==> src/rtl/exe_mul_seq_ctrl.sv <==
// Execute-stage sequencer: single-cycle ALU ops, fixed-latency MUL ops, registered
// result handshake towards memory, synchronous flush and a saturating stall counter.
module exe_mul_seq_ctrl #(
    parameter int MUL_LATENCY = 5,
    parameter int CNT_W       = 32
) (
    input  logic             clk,
    input  logic             rst,
    input  logic             in_valid,
    input  logic             in_is_mul,
    output logic             in_ready,
    input  logic             flush,
    output logic             mul_start,
    output logic             out_valid,
    input  logic             out_ready,
    output logic             out_sel_mul,
    output logic             busy,
    output logic [CNT_W-1:0] stall_cnt
);

    typedef enum logic [1:0] {
        IDLE     = 2'd0,
        MUL_WAIT = 2'd1,
        RESULT   = 2'd2
    } state_t;

    localparam logic [7:0] LAT = 8'(MUL_LATENCY);

    state_t     state;
    state_t     state_nxt;
    logic [7:0] cnt;
    logic [7:0] cnt_nxt;
    logic       sel_mul_p1;
    logic       sel_mul_nxt;
    logic       start_p1;
    logic       accept;
    logic       stall;

    function automatic logic [CNT_W-1:0] sat_inc(input logic [CNT_W-1:0] v);
        if (&v) begin
            return v;
        end
        return v + CNT_W'(1);
    endfunction

    assign accept = in_valid & in_ready;
    assign stall  = in_valid & ~in_ready;

    // ---- stage p0 -> p1: state register ----
    always_ff @(posedge clk or negedge rst) begin
        if (!rst) begin
            state      <= IDLE;
            cnt        <= 8'd0;
            sel_mul_p1 <= 1'b0;
            start_p1   <= 1'b0;
        end else begin
            state      <= state_nxt;
            cnt        <= cnt_nxt;
            sel_mul_p1 <= sel_mul_nxt;
            // in_ready is already forced low by flush, so a flushed MUL never launches
            start_p1   <= accept & in_is_mul;
        end
    end

    always_ff @(posedge clk or negedge rst) begin
        if (!rst) begin
            stall_cnt <= '0;
        end else if (stall) begin
            stall_cnt <= sat_inc(stall_cnt);
        end
    end

    always_comb begin
        state_nxt   = state;
        cnt_nxt     = cnt;
        sel_mul_nxt = sel_mul_p1;
        if (flush) begin
            state_nxt = IDLE;
            cnt_nxt   = 8'd0;
        end else begin
            unique case (state)
                IDLE, RESULT: begin
                    if (accept) begin
                        if (in_is_mul) begin
                            state_nxt   = MUL_WAIT;
                            cnt_nxt     = LAT;
                            sel_mul_nxt = 1'b1;
                        end else begin
                            state_nxt   = RESULT;
                            sel_mul_nxt = 1'b0;
                        end
                    end else if (state == RESULT && out_ready) begin
                        state_nxt = IDLE;
                    end
                end
                MUL_WAIT: begin
                    cnt_nxt = cnt - 8'd1;
                    // <= 1 rather than == 1 so a corrupted zero count cannot wrap
                    if (cnt <= 8'd1) begin
                        state_nxt = RESULT;
                        cnt_nxt   = 8'd0;
                    end
                end
                default: begin
                    state_nxt = IDLE;
                    cnt_nxt   = 8'd0;
                end
            endcase
        end
    end

    always_comb begin
        in_ready  = 1'b0;
        out_valid = 1'b0;
        busy      = 1'b0;
        unique case (state)
            IDLE:     in_ready = 1'b1;
            RESULT: begin
                in_ready  = out_ready;
                out_valid = 1'b1;
            end
            MUL_WAIT: busy = 1'b1;
            default:  in_ready = 1'b0;
        endcase
        if (flush) begin
            in_ready = 1'b0;
        end
    end

    assign mul_start   = start_p1;
    assign out_sel_mul = sel_mul_p1;

endmodule

==> config.mk <==
export PLATFORM = sky130hd
export DESIGN_NAME = exe_mul_seq_ctrl
export DESIGN_NICKNAME = d
export VERILOG_FILES = /design/src/rtl/exe_mul_seq_ctrl.sv
export SDC_FILE = /design/constraint.sdc
export NUM_CORES = 1
export LEC_CHECK = 0
export CORE_UTILIZATION = 51
export DETAILED_ROUTE_END_ITERATION = 8
export PLACE_DENSITY_LB_ADDON = 0.12
export SLEW_MARGIN = 20
export SYNTH_ARGS = -nofsm -noshare
export SYNTH_HDL_FRONTEND = slang
export SYNTH_SLANG_ARGS = --single-unit
==> constraint.sdc <==
create_clock -name clk -period 2.3 [get_ports clk]
set_input_delay 0.23 -clock clk [delete_from_list [all_inputs] [get_ports clk]]
set_output_delay 0.23 -clock clk [all_outputs]
set_load 0.005 [all_outputs]
==> reports/metrics.csv, run 1 <==
stage,metric,value,unit
sta,min Tclk post-route,2.119,ns
routing,WL final,4.684,mm
global_routing,final global-route overflow total,0,
sta,fin. max-slew vios,0,
power,pwr/cell area,736.5,nW/um2
sta,fin crit share,92.13,%
worst_setup_path,worst-case reg-to-reg path depth,5,
routing,1st-iter DRT viols,74,
final_layout,area grow syn2layout,29.23,%
worst_setup_path,CP peak stage delay,0.59,ns
die,std cell rows,23,
final_layout,layout cells sized above 1,12.18,%
sta,Max Clock Freq,471.9,MHz
yosys,largest family of logic cells by synthesized area,simple AND/OR/NAND/NOR gates,
worst_setup_path,Setup crit end kind,flip-flop,
clock_tree,count of clock tree sinks,44,
power,Sequential Power Share,48.2,%
placement,PortBufs,42,
die,Initial Util,54.39,%
worst_setup_path,"Arr. time, crit path",2.34,ns
routing,DRC viols,0,
yosys,Syn Inst Count,213,
die,Die Span Y,68.25,um
hold_path,Hold WC Path Type,primary input to async pin,
run_status,status,finished clean,
placement,placed cells,312,
yosys,Yosys top cell area share,49.19,%
power,Comb power frac,24.5,%
clock_tree,clk_lat worst skew,0.30,ns
clock_tree,Post-CTS Resized,0,
final_layout,fin nets,279,
yosys,synthesized flop and latch total,44,
worst_setup_path,Setup crit start kind,flip-flop,
die,die area,4658,um2
sta,RSZ-0062 raised after global routing,false,
worst_setup_path,Critical Path RT,2.52,ns
clock_tree,CTS tree,yes,
yosys,XOR/XNOR share of the synthesized area,12.91,%
sta,Clock Skew,0.007346,ns
routing,Vias/cell,5.483,
clock_tree,H-tree depth,2,
power,Clk pwr share,27.3,%
yosys,Mapped Area,2238,um2
placement,detailed placement HPWL,3.400,mm
yosys,largest cells by area after synthesis,"dfrtp_1 49%, xor2_1 9.8%, nor2_1 3.2%",
routing,first-pass detailed-route iteration total,4,
routing,vias,1760,
yosys,simple-gate share of the synthesized area,27.00,%
yosys,Yosys cell types,48,
yosys,"Avg Cell Area, Syn",10.51,um2
die,Die Wd,68.25,um
job,MaxCap Viol Count,0,
die,core area,4115,um2
routing,Routed Antenna Nets,0,
yosys,Synth Area in Adders,1.677,%
sta,"Setup violations, final",0,
clock_tree,clock root cell,clkbuf_8,
clock_tree,cts bufs inserted,5,
yosys,"EDFF count, synth",0,
clock_tree,post-CTS setup buffers,0,
sta,setup_tns,0,ns
worst_setup_path,critical path class,flip-flop to flip-flop,
yosys,register area share after synthesis,49.19,%
placement,placed cell area,2775,um2
clock_tree,clock-pin slew on the worst setup and hold paths,0.08,ns
sta,Slew HR,72.56,%
routing,WL/cell,14.59,um
global_routing,initial antenna violation count,0,
clock_tree,clock buffer depth,2,
sta,Tightest Pin Transition,0.4116,ns
final_layout,# fillers,334,
yosys,leading area contributor after synthesis,dfrtp_1,
power,Internal,1.506,mW
yosys,"Primary FF master, synth",dfrtp_1,
global_routing,GRT Util Overall,22.63,%
final_layout,Antenna Cells,0,
worst_setup_path,reg2reg setup slack,0.18,ns
worst_setup_path,Crit path top cell by count,or4_4,
global_routing,number of global-route vias before repair,1646,
power,Worst VDD drop,0.6286,mV
worst_setup_path,CP Max Fanout,6,
clock_tree,Hold Buf Count CTS,1,
final_layout,Finished Cell Area,2893,um2
placement,GPL Wtd Cong,0.8819,
yosys,Synth Area in Compound Gates,6.987,%
power,Lkg Pwr,1.318,nW
sta,"Hold Vio Cnt, Final",0,
power,Sw Share,29.30,%
global_routing,pin count of the biggest net entering global routing,34,
yosys,fraction of registers with async set/reset,100.0,%
worst_setup_path,critical path cell sequence,"nand3_2, or4_4, or4_4, nor2_2, xor2_1",
yosys,Synthesized Nets,222,
yosys,Syn. warnings,0,
power,Psw,624.3,uW
yosys,mux share of post-synthesis cell area,0.5031,%
worst_setup_path,Slowest cell on crit path,or4_4,
global_routing,global-route wire length before repair,7.645,mm
final_layout,final non-filler cell total,321,
die,I/O pins,43,
final cells by class:
type / instances / area, um2 / area share [%]
clock buffers: 6 / 72.57 / 2.509
clock inverters: 2 / 35.03 / 1.211
multi-input cells: 160 / 1099 / 37.98
flip-flops and latches: 44 / 1101 / 38.06
repair buffers: 53 / 500.5 / 17.30
well taps: 50 / 62.56 / 2.163
inverters: 6 / 22.52 / 0.7785
path summary, 6_finish.rpt:
kind | start | end
max | stall_cnt[11] | stall_cnt[28]
min | rst | cnt[6]
max reg2reg | stall_cnt[11] | stall_cnt[28]
min reg2reg | cnt[6] | cnt[6]
max in group asynchronous | rst | stall_cnt[4]
min in group clk | cnt[6] | cnt[6]
state kept, by name (all words and copies together), names as in the netlist:
name / count
cnt: 8
mul_start: 1
out_sel_mul: 1
stall_cnt: 32
state: 2
stage by stage:
stage               util (%)  power (mW)  hold slack, ns  setup WS [ns]
global placement       67.44       1.541          0.1248         0.1900
CTS                    70.29       2.144          0.3325         0.1704
floorplan                  -       1.283        -0.06559         0.2102
finish                 70.29       2.131          0.3390         0.1809
detailed placement     67.44       1.558          0.1208         0.1672
global route           70.29       2.254          0.3797        0.08567
cells in the mapped netlist (4+ instances only):
master / number
xnor2_1: 8
dfrtp_1: 44
nand3_1: 8
and3_1: 4
nor3b_1: 4
nor2b_1: 5
inv_1: 5
nor3_1: 13
xor2_1: 25
nand2_1: 15
nand4_1: 6
nor2_1: 19
and4_1: 5
o21ai_0: 7
power groups by stage:
stage | clock network, mW | registers [mW] | logic (mW)
floorplan | 0 | 1.01 | 0.270
global placement | 0 | 1.03 | 0.507
detailed placement | 0 | 1.04 | 0.519
CTS | 0.591 | 1.03 | 0.527
global route | 0.629 | 1.05 | 0.577
finish | 0.581 | 1.03 | 0.522
layout by cell type, fill, tap and decap left out, types with 2 or more instances in the layout:
cell	count
xnor2_1	8
and4_1	5
a31oi_1	2
and3_1	4
xor2_1	25
o21ai_0	7
nand3_1	8
clkbuf_8	5
or4_4	3
nand2b_1	2
nor2_1	19
nand2_1	15
nor2b_1	5
clkdlybuf4s50_1	41
buf_4	10
nor2_2	2
inv_1	5
a21oi_1	3
dfrtp_1	44
nor4_1	3
ha_1	3
nor3b_1	4
nand4_1	6
nor3_1	13
worst max-delay path: cells and delay by family (launching register included):
family	cells	cell delay (ns)
DFF	1	0.46
xor gates and xnor gates	1	0.14
and+or+nand+nor	4	1.44
metal layers:
metal	GRT usage, %	vias to the layer above	part of all wire (%)
met2	34.19	33	46
met1	30.75	846	49
li1	-	875	-
met3	6.667	6	3.9
met4	7.552	0	1.2
met5	0	-	0
logic make-up (layout without fill, tap and decap cells):
logic type                 Yosys count  in the layout
and+or+nand+nor                    101            101
DFF                                 44             44
xor gates and xnor gates            33             33
AOI/OAI and AO/OA                   22             22
buffers and inverters                9             67
adders and majority gates            3              3
muxes                                1              1
Note: power is estimated with default switching activity, not from simulation.
==> run 2: changes to the inputs <==
- SETUP_SLACK_MARGIN: unset -> 0.15
==> run 2 against run 1 <==
Clock-buffer cell count did not move. Total power up 1.7%. Largest power group unchanged. Highest routed layer unchanged. Combinational power rose by 7.5%. Wire length up 1.0%. Maximum frequency rose by 2.6%. Via count is 1.7% higher. Critical path depth is the same. Worst hold slack got worse by 0.00053 ns. Core utilization increased by 0.94 points.
==> reports/metrics.csv, run 2 (synthesized netlist as in run 1, its figures left out) <==
stage,metric,value,unit,change
worst_setup_path,CP peak stage delay,0.57,ns,was 0.59 ns
job,MaxCap Viol Count,0,,unchanged
worst_setup_path,critical path class,flip-flop to flip-flop,,unchanged
routing,1st-iter DRT viols,115,,was 74
final_layout,fin nets,282,,was 279
routing,WL/cell,14.60,um,was 14.59 um
global_routing,met1 Usage GRT,30.75,%,unchanged
sta,fin crit share,89.80,%,was 92.13%
worst_setup_path,Slowest cell on crit path,or4_4,,unchanged
routing,WL final,4.732,mm,was 4.684 mm
clock_tree,cts bufs inserted,5,,unchanged
global_routing,number of global-route vias before repair,1646,,unchanged
clock_tree,clk_lat worst skew,0.30,ns,about the same
sta,min Tclk post-route,2.065,ns,was 2.119 ns
die,die area,4658,um2,unchanged
routing,Vias/cell,5.525,,was 5.483
clock_tree,count of clock tree sinks,44,,unchanged
clock_tree,H-tree depth,2,,unchanged
worst_setup_path,Crit path top cell by count,or4_4,,unchanged
worst_setup_path,"Arr. time, crit path",2.29,ns,was 2.34 ns
worst_setup_path,Setup crit end kind,flip-flop,,unchanged
final_layout,# fillers,326,,was 334
clock_tree,CTS tree,yes,,unchanged
final_layout,"most common cell after layout, fill and taps aside",clkdlybuf4s50_1,,was dfrtp_1
placement,GPL Wtd Cong,0.8819,,unchanged
sta,"Hold Vio Cnt, Final",0,,unchanged
routing,Routed Antenna Nets,0,,unchanged
power,pwr/cell area,739.4,nW/um2,was 736.5 nW/um2
clock_tree,clock buffer depth,2,,unchanged
die,Initial Util,54.39,%,unchanged
global_routing,global-route wire length before repair,7.645,mm,unchanged
worst_setup_path,worst-case reg-to-reg path depth,5,,unchanged
die,std cell rows,23,,unchanged
final_layout,Antenna Cells,0,,unchanged
final_layout,most frequent cells in the layout,"41 x clkdlybuf4s50_1, 40 x dfrtp_1, 25 x xor2_1",,"was 44 x dfrtp_1, 41 x clkdlybuf4s50_1, 25 x xor2_1"
final_layout,biggest regs,"stall_cnt (32), cnt (8), state (2)",,unchanged
placement,detailed placement HPWL,3.400,mm,unchanged
worst_setup_path,Setup crit start kind,flip-flop,,unchanged
worst_setup_path,CP Max Fanout,6,,unchanged
worst_setup_path,reg2reg setup slack,0.23,ns,was 0.18 ns
routing,DRC viols,0,,unchanged
global_routing,initial antenna violation count,0,,unchanged
worst_setup_path,Crit Reg-Reg Endpoint,stall_cnt[28],,unchanged
sta,Max Clock Freq,484.1,MHz,was 471.9 MHz
sta,Tightest Pin Transition,0.4357,ns,was 0.4116 ns
sta,Slew HR,70.89,%,was 72.56%
power,Lkg Pwr,1.329,nW,was 1.318 nW
worst_setup_path,critical path cell sequence,"nand4_1, or4_4, or4_4, nor2_2, xor2_1",,"was nand3_2, or4_4, or4_4, nor2_2, xor2_1"
placement,"worst slack, placed",0.1672,ns,unchanged
global_routing,GRT Util Overall,22.63,%,unchanged
placement,PortBufs,42,,unchanged
final_layout,layout cells sized above 1,14.60,%,was 12.18%
final_layout,Top reg by flops,stall_cnt,,unchanged
sta,"Setup violations, final",0,,unchanged
hold_path,Hold WC Path Type,primary input to async pin,,unchanged
clock_tree,clock-pin slew on the worst setup and hold paths,0.08,ns,about the same
die,Die Span Y,68.25,um,unchanged
die,core area,4115,um2,unchanged
sta,setup_tns,0,ns,unchanged
power,Worst VDD drop,0.6138,mV,was 0.6286 mV
sta,fin. max-slew vios,0,,unchanged
global_routing,pin count of the biggest net entering global routing,34,,unchanged
final_layout,area grow syn2layout,30.97,%,was 29.23%
sta,fin worst setup slack,0.2345,ns,was 0.1809 ns
run_status,status,finished clean,,unchanged
worst_setup_path,Critical Path RT,2.52,ns,about the same
routing,vias,1790,,was 1760
die,Die Wd,68.25,um,unchanged
global_routing,met2 Use GR,34.19,%,unchanged
sta,Clock Skew,0.008405,ns,was 0.007346 ns
global_routing,final global-route overflow total,0,,unchanged
global_routing,GR Layer Usage met3,6.667,%,unchanged
worst_setup_path,origin of the critical flop-to-flop path,stall_cnt[9],,was stall_cnt[11]
sta,RSZ-0062 raised after global routing,true,,was false
clock_tree,clock root cell,clkbuf_8,,unchanged
routing,first-pass detailed-route iteration total,4,,unchanged
die,I/O pins,43,,unchanged
global_routing,GR peak layer,met2,,unchanged
final_layout,max reg flops,32,,unchanged
run 2: changes by cell type in the layout (fill, tap and decap cells not counted), sizes merged:
cell | previous run | this run
buf | 11 | 14
run 2: what timing repair did:
action,4_1_cts,5_1_grt
resized for setup,0,5
hold buffers,1,0
setup endpoints to repair,0,7
hold endpoints to repair,11,0
buffers inserted,0,3
run 2: cell type report:
cell class                 count  area [um2]  area share [%]
timing repair buffer          56       523.0           17.84
clock inverter                 2       35.03           1.195
clock buffer                   6       72.57           2.475
inverter                       6       22.52          0.7682
multi-input combinational    160        1110           37.86
sequential                    44        1106           37.73
tap                           50       62.56           2.134
run 2: power by group:
group          switching, mW  internal [mW]  leakage, nW
sequential             0.146          0.880        0.578
combinational          0.235          0.327        0.696
clock                  0.258          0.322       0.0552
total                  0.638           1.53         1.33
run 2: metrics by stage:
stage,area (um2),hold WS [ns],cells,power (mW),utilization (%)
after floorplan,2238,-0.06559,213,1.283,-
after global placement,2775,0.1248,312,1.541,67.44
after detailed placement,2775,0.1208,312,1.558,67.44
after CTS,2893,0.3325,321,2.144,70.29
after global routing,2932,0.3797,324,2.294,71.24
final,2932,0.3385,324,2.168,71.24
run 2: layer usage:
layer	wire length [um]	share of wire, %	vias up
met5	0	0	-
met4	70	1.5	0
met3	216	4.6	8
met2	2145	45	41
met1	2300	49	862
li1	-	-	879
run 2: worst max path at each step:
stage,from,end
2_1_floorplan,stall_cnt[0],stall_cnt[16]
3_3_place_gp,flush,stall_cnt[16]
3_5_place_dp,flush,stall_cnt[16]
4_1_cts,stall_cnt[11],stall_cnt[28]
5_1_grt,stall_cnt[9],stall_cnt[28]
6_report,stall_cnt[9],stall_cnt[28]
run 2: worst max-delay path: cells and delay by family (launching register included):
family	cells	cell delay, ns
xor gates and xnor gates	1	0.14
DFF	1	0.43
and+or+nand+nor	4	1.41
==> run 3: changes to the inputs <==
- CORE_UTILIZATION: 51 -> 30
==> run 3 against run 2 <==
Clock-buffer cell count grew 2. Worst hold slack better by 0.11 ns. Sequential power is essentially flat. Wire length up 8.4%. Largest cell class unchanged. Clock skew fell by 0.0044 ns. Die area rose by 68%.
==> reports/metrics.csv, run 3 (synthesized netlist as in run 1, its figures left out) <==
stage,metric,value,unit,change
routing,WL/cell,13.61,um,was 14.60 um
global_routing,GR Layer Usage met3,2.799,%,was 6.667%
clock_tree,clock root cell,clkbuf_8,,unchanged
final_layout,Finished Core Util,41.90,%,was 71.24%
global_routing,global-route wire length before repair,8.335,mm,was 7.645 mm
clock_tree,count of clock tree sinks,44,,unchanged
final_layout,fin nets,286,,was 282
global_routing,final global-route overflow total,0,,unchanged
global_routing,GR peak layer,met2,,unchanged
routing,Vias/cell,4.735,,was 5.525
die,die area,7811,um2,was 4658 um2
power,Lkg Pwr,1.343,nW,was 1.329 nW
power,pwr/cell area,677.2,nW/um2,was 739.4 nW/um2
die,core area,7214,um2,was 4115 um2
final_layout,"most common cell after layout, fill and taps aside",clkdlybuf4s50_1,,unchanged
worst_setup_path,"Arr. time, crit path",2.30,ns,was 2.29 ns
die,Die Span Y,88.38,um,was 68.25 um
sta,"Hold Vio Cnt, Final",0,,unchanged
clock_tree,clk_lat worst skew,0.29,ns,was 0.30 ns
placement,GPL Wtd Cong,0.7295,,was 0.8819
worst_setup_path,Setup crit end kind,flip-flop,,unchanged
worst_setup_path,Setup crit start kind,flip-flop,,unchanged
clock_tree,H-tree depth,2,,unchanged
power,Worst VDD drop,0.4577,mV,was 0.6138 mV
clock_tree,cts bufs inserted,5,,unchanged
die,Initial Util,31.03,%,was 54.39%
final_layout,area grow syn2layout,35.05,%,was 30.97%
clock_tree,clock buffer depth,2,,unchanged
final_layout,most frequent cells in the layout,"41 x clkdlybuf4s50_1, 40 x dfrtp_1, 25 x xor2_1",,unchanged
die,std cell rows,31,,was 23
final_layout,max reg flops,32,,unchanged
sta,RSZ-0062 raised after global routing,true,,unchanged
final_layout,layout cells sized above 1,16.91,%,was 14.60%
sta,setup_tns,0,ns,unchanged
job,MaxCap Viol Count,0,,unchanged
global_routing,GRT Util Overall,13.97,%,was 22.63%
global_routing,pin count of the biggest net entering global routing,24,,was 34
clock_tree,clock-pin slew on the worst setup and hold paths,0.08,ns,about the same
placement,PortBufs,42,,unchanged
final_layout,# fillers,760,,was 326
die,Die Wd,88.38,um,was 68.25 um
die,I/O pins,43,,unchanged
global_routing,met2 Use GR,21.89,%,was 34.19%
run_status,status,finished clean,,unchanged
sta,hold slack,0.4501,ns,was 0.3385 ns
global_routing,met1 Usage GRT,19.24,%,was 30.75%
global_routing,initial antenna violation count,0,,unchanged
routing,first-pass detailed-route iteration total,4,,unchanged
routing,DRC viols,0,,unchanged
worst_setup_path,CP Max Fanout,5,,was 6
final_layout,biggest regs,"stall_cnt (32), cnt (8), state (2)",,unchanged
routing,WL final,5.130,mm,was 4.732 mm
sta,Slew HR,63.61,%,was 70.89%
clock_tree,CTS tree,yes,,unchanged
routing,Routed Antenna Nets,0,,unchanged
sta,Clock Skew,0.003970,ns,was 0.008405 ns
final_layout,Top reg by flops,stall_cnt,,unchanged
sta,fin. max-slew vios,0,,unchanged
worst_setup_path,Critical Path RT,2.52,ns,about the same
sta,"Setup violations, final",0,,unchanged
global_routing,number of global-route vias before repair,1711,,was 1646
sta,min Tclk post-route,2.079,ns,was 2.065 ns
routing,1st-iter DRT viols,79,,was 115
sta,fin crit share,90.38,%,was 89.80%
routing,vias,1785,,was 1790
sta,Max Clock Freq,481.0,MHz,was 484.1 MHz
sta,Tightest Pin Transition,0.5458,ns,was 0.4357 ns
placement,detailed placement HPWL,3.711,mm,was 3.400 mm
worst_setup_path,critical path class,flip-flop to flip-flop,,unchanged
hold_path,Hold WC Path Type,primary input to async pin,,unchanged
final_layout,Antenna Cells,0,,unchanged
run 3: worst paths after layout:
check	cells after the start	slack, ns	to	startpoint
max	5	0.22	stall_cnt[28]	stall_cnt[13]
min	2	0.45	cnt[3]	rst
max reg2reg	5	0.22	stall_cnt[28]	stall_cnt[13]
min reg2reg	1	0.49	stall_cnt[18]	stall_cnt[18]
max in group asynchronous	3	1.27	stall_cnt[18]	rst
min in group clk	1	0.49	stall_cnt[18]	stall_cnt[18]
run 3: per-stage QoR:
stage | std cells | power [mW] | instance area (um2) | worst slack (ns)
floorplan | 213 | 1.283 | 2238 | 0.2102
global placement | 364 | 1.559 | 2859 | 0.1672
detailed placement | 364 | 1.553 | 2859 | 0.1305
CTS | 373 | 2.078 | 2960 | 0.1628
global route | 377 | 2.191 | 3023 | 0.1442
finish | 377 | 2.047 | 3023 | 0.2211
run 3: power breakdown:
part / total, mW / switching (mW) / internal (mW)
clock network: 0.500 / 0.254 / 0.245
registers: 1.03 / 0.146 / 0.882
logic: 0.520 / 0.217 / 0.303
run 3: repair_timing:
item / 4_1_cts / 5_1_grt
pin swaps: 0 / 1
hold buffers: 1 / 0
hold endpoints to repair: 21 / 0
gates resized for setup: 1 / 8
buffers inserted: 0 / 4
endpoints found under the setup margin: 2 / 16
run 3: worst max-delay path, stage by stage (launching register included):
cell	delay, ns
dfrtp_2	0.41
nand3_2	0.13
or4_4	0.61
or4_4	0.58
nor2_2	0.13
xor2_1	0.14
run 3: per-layer routing:
| metal | wire length, um | vias up |
|---|---|---|
| met3 | 157 | 7 |
| met2 | 2380 | 29 |
| li1 | - | 885 |
| met4 | 68 | 0 |
| met5 | 0 | - |
| met1 | 2524 | 864 |
run 3: layout make-up:
cell class	count	area (um2)	share of cell area [%]
well taps	99	123.9	4.098
flip-flops and latches	44	1106	36.59
inverters	6	22.52	0.7450
clock buffers	8	90.09	2.980
multi-input cells	160	1127	37.29
repair buffers	60	553.0	18.29
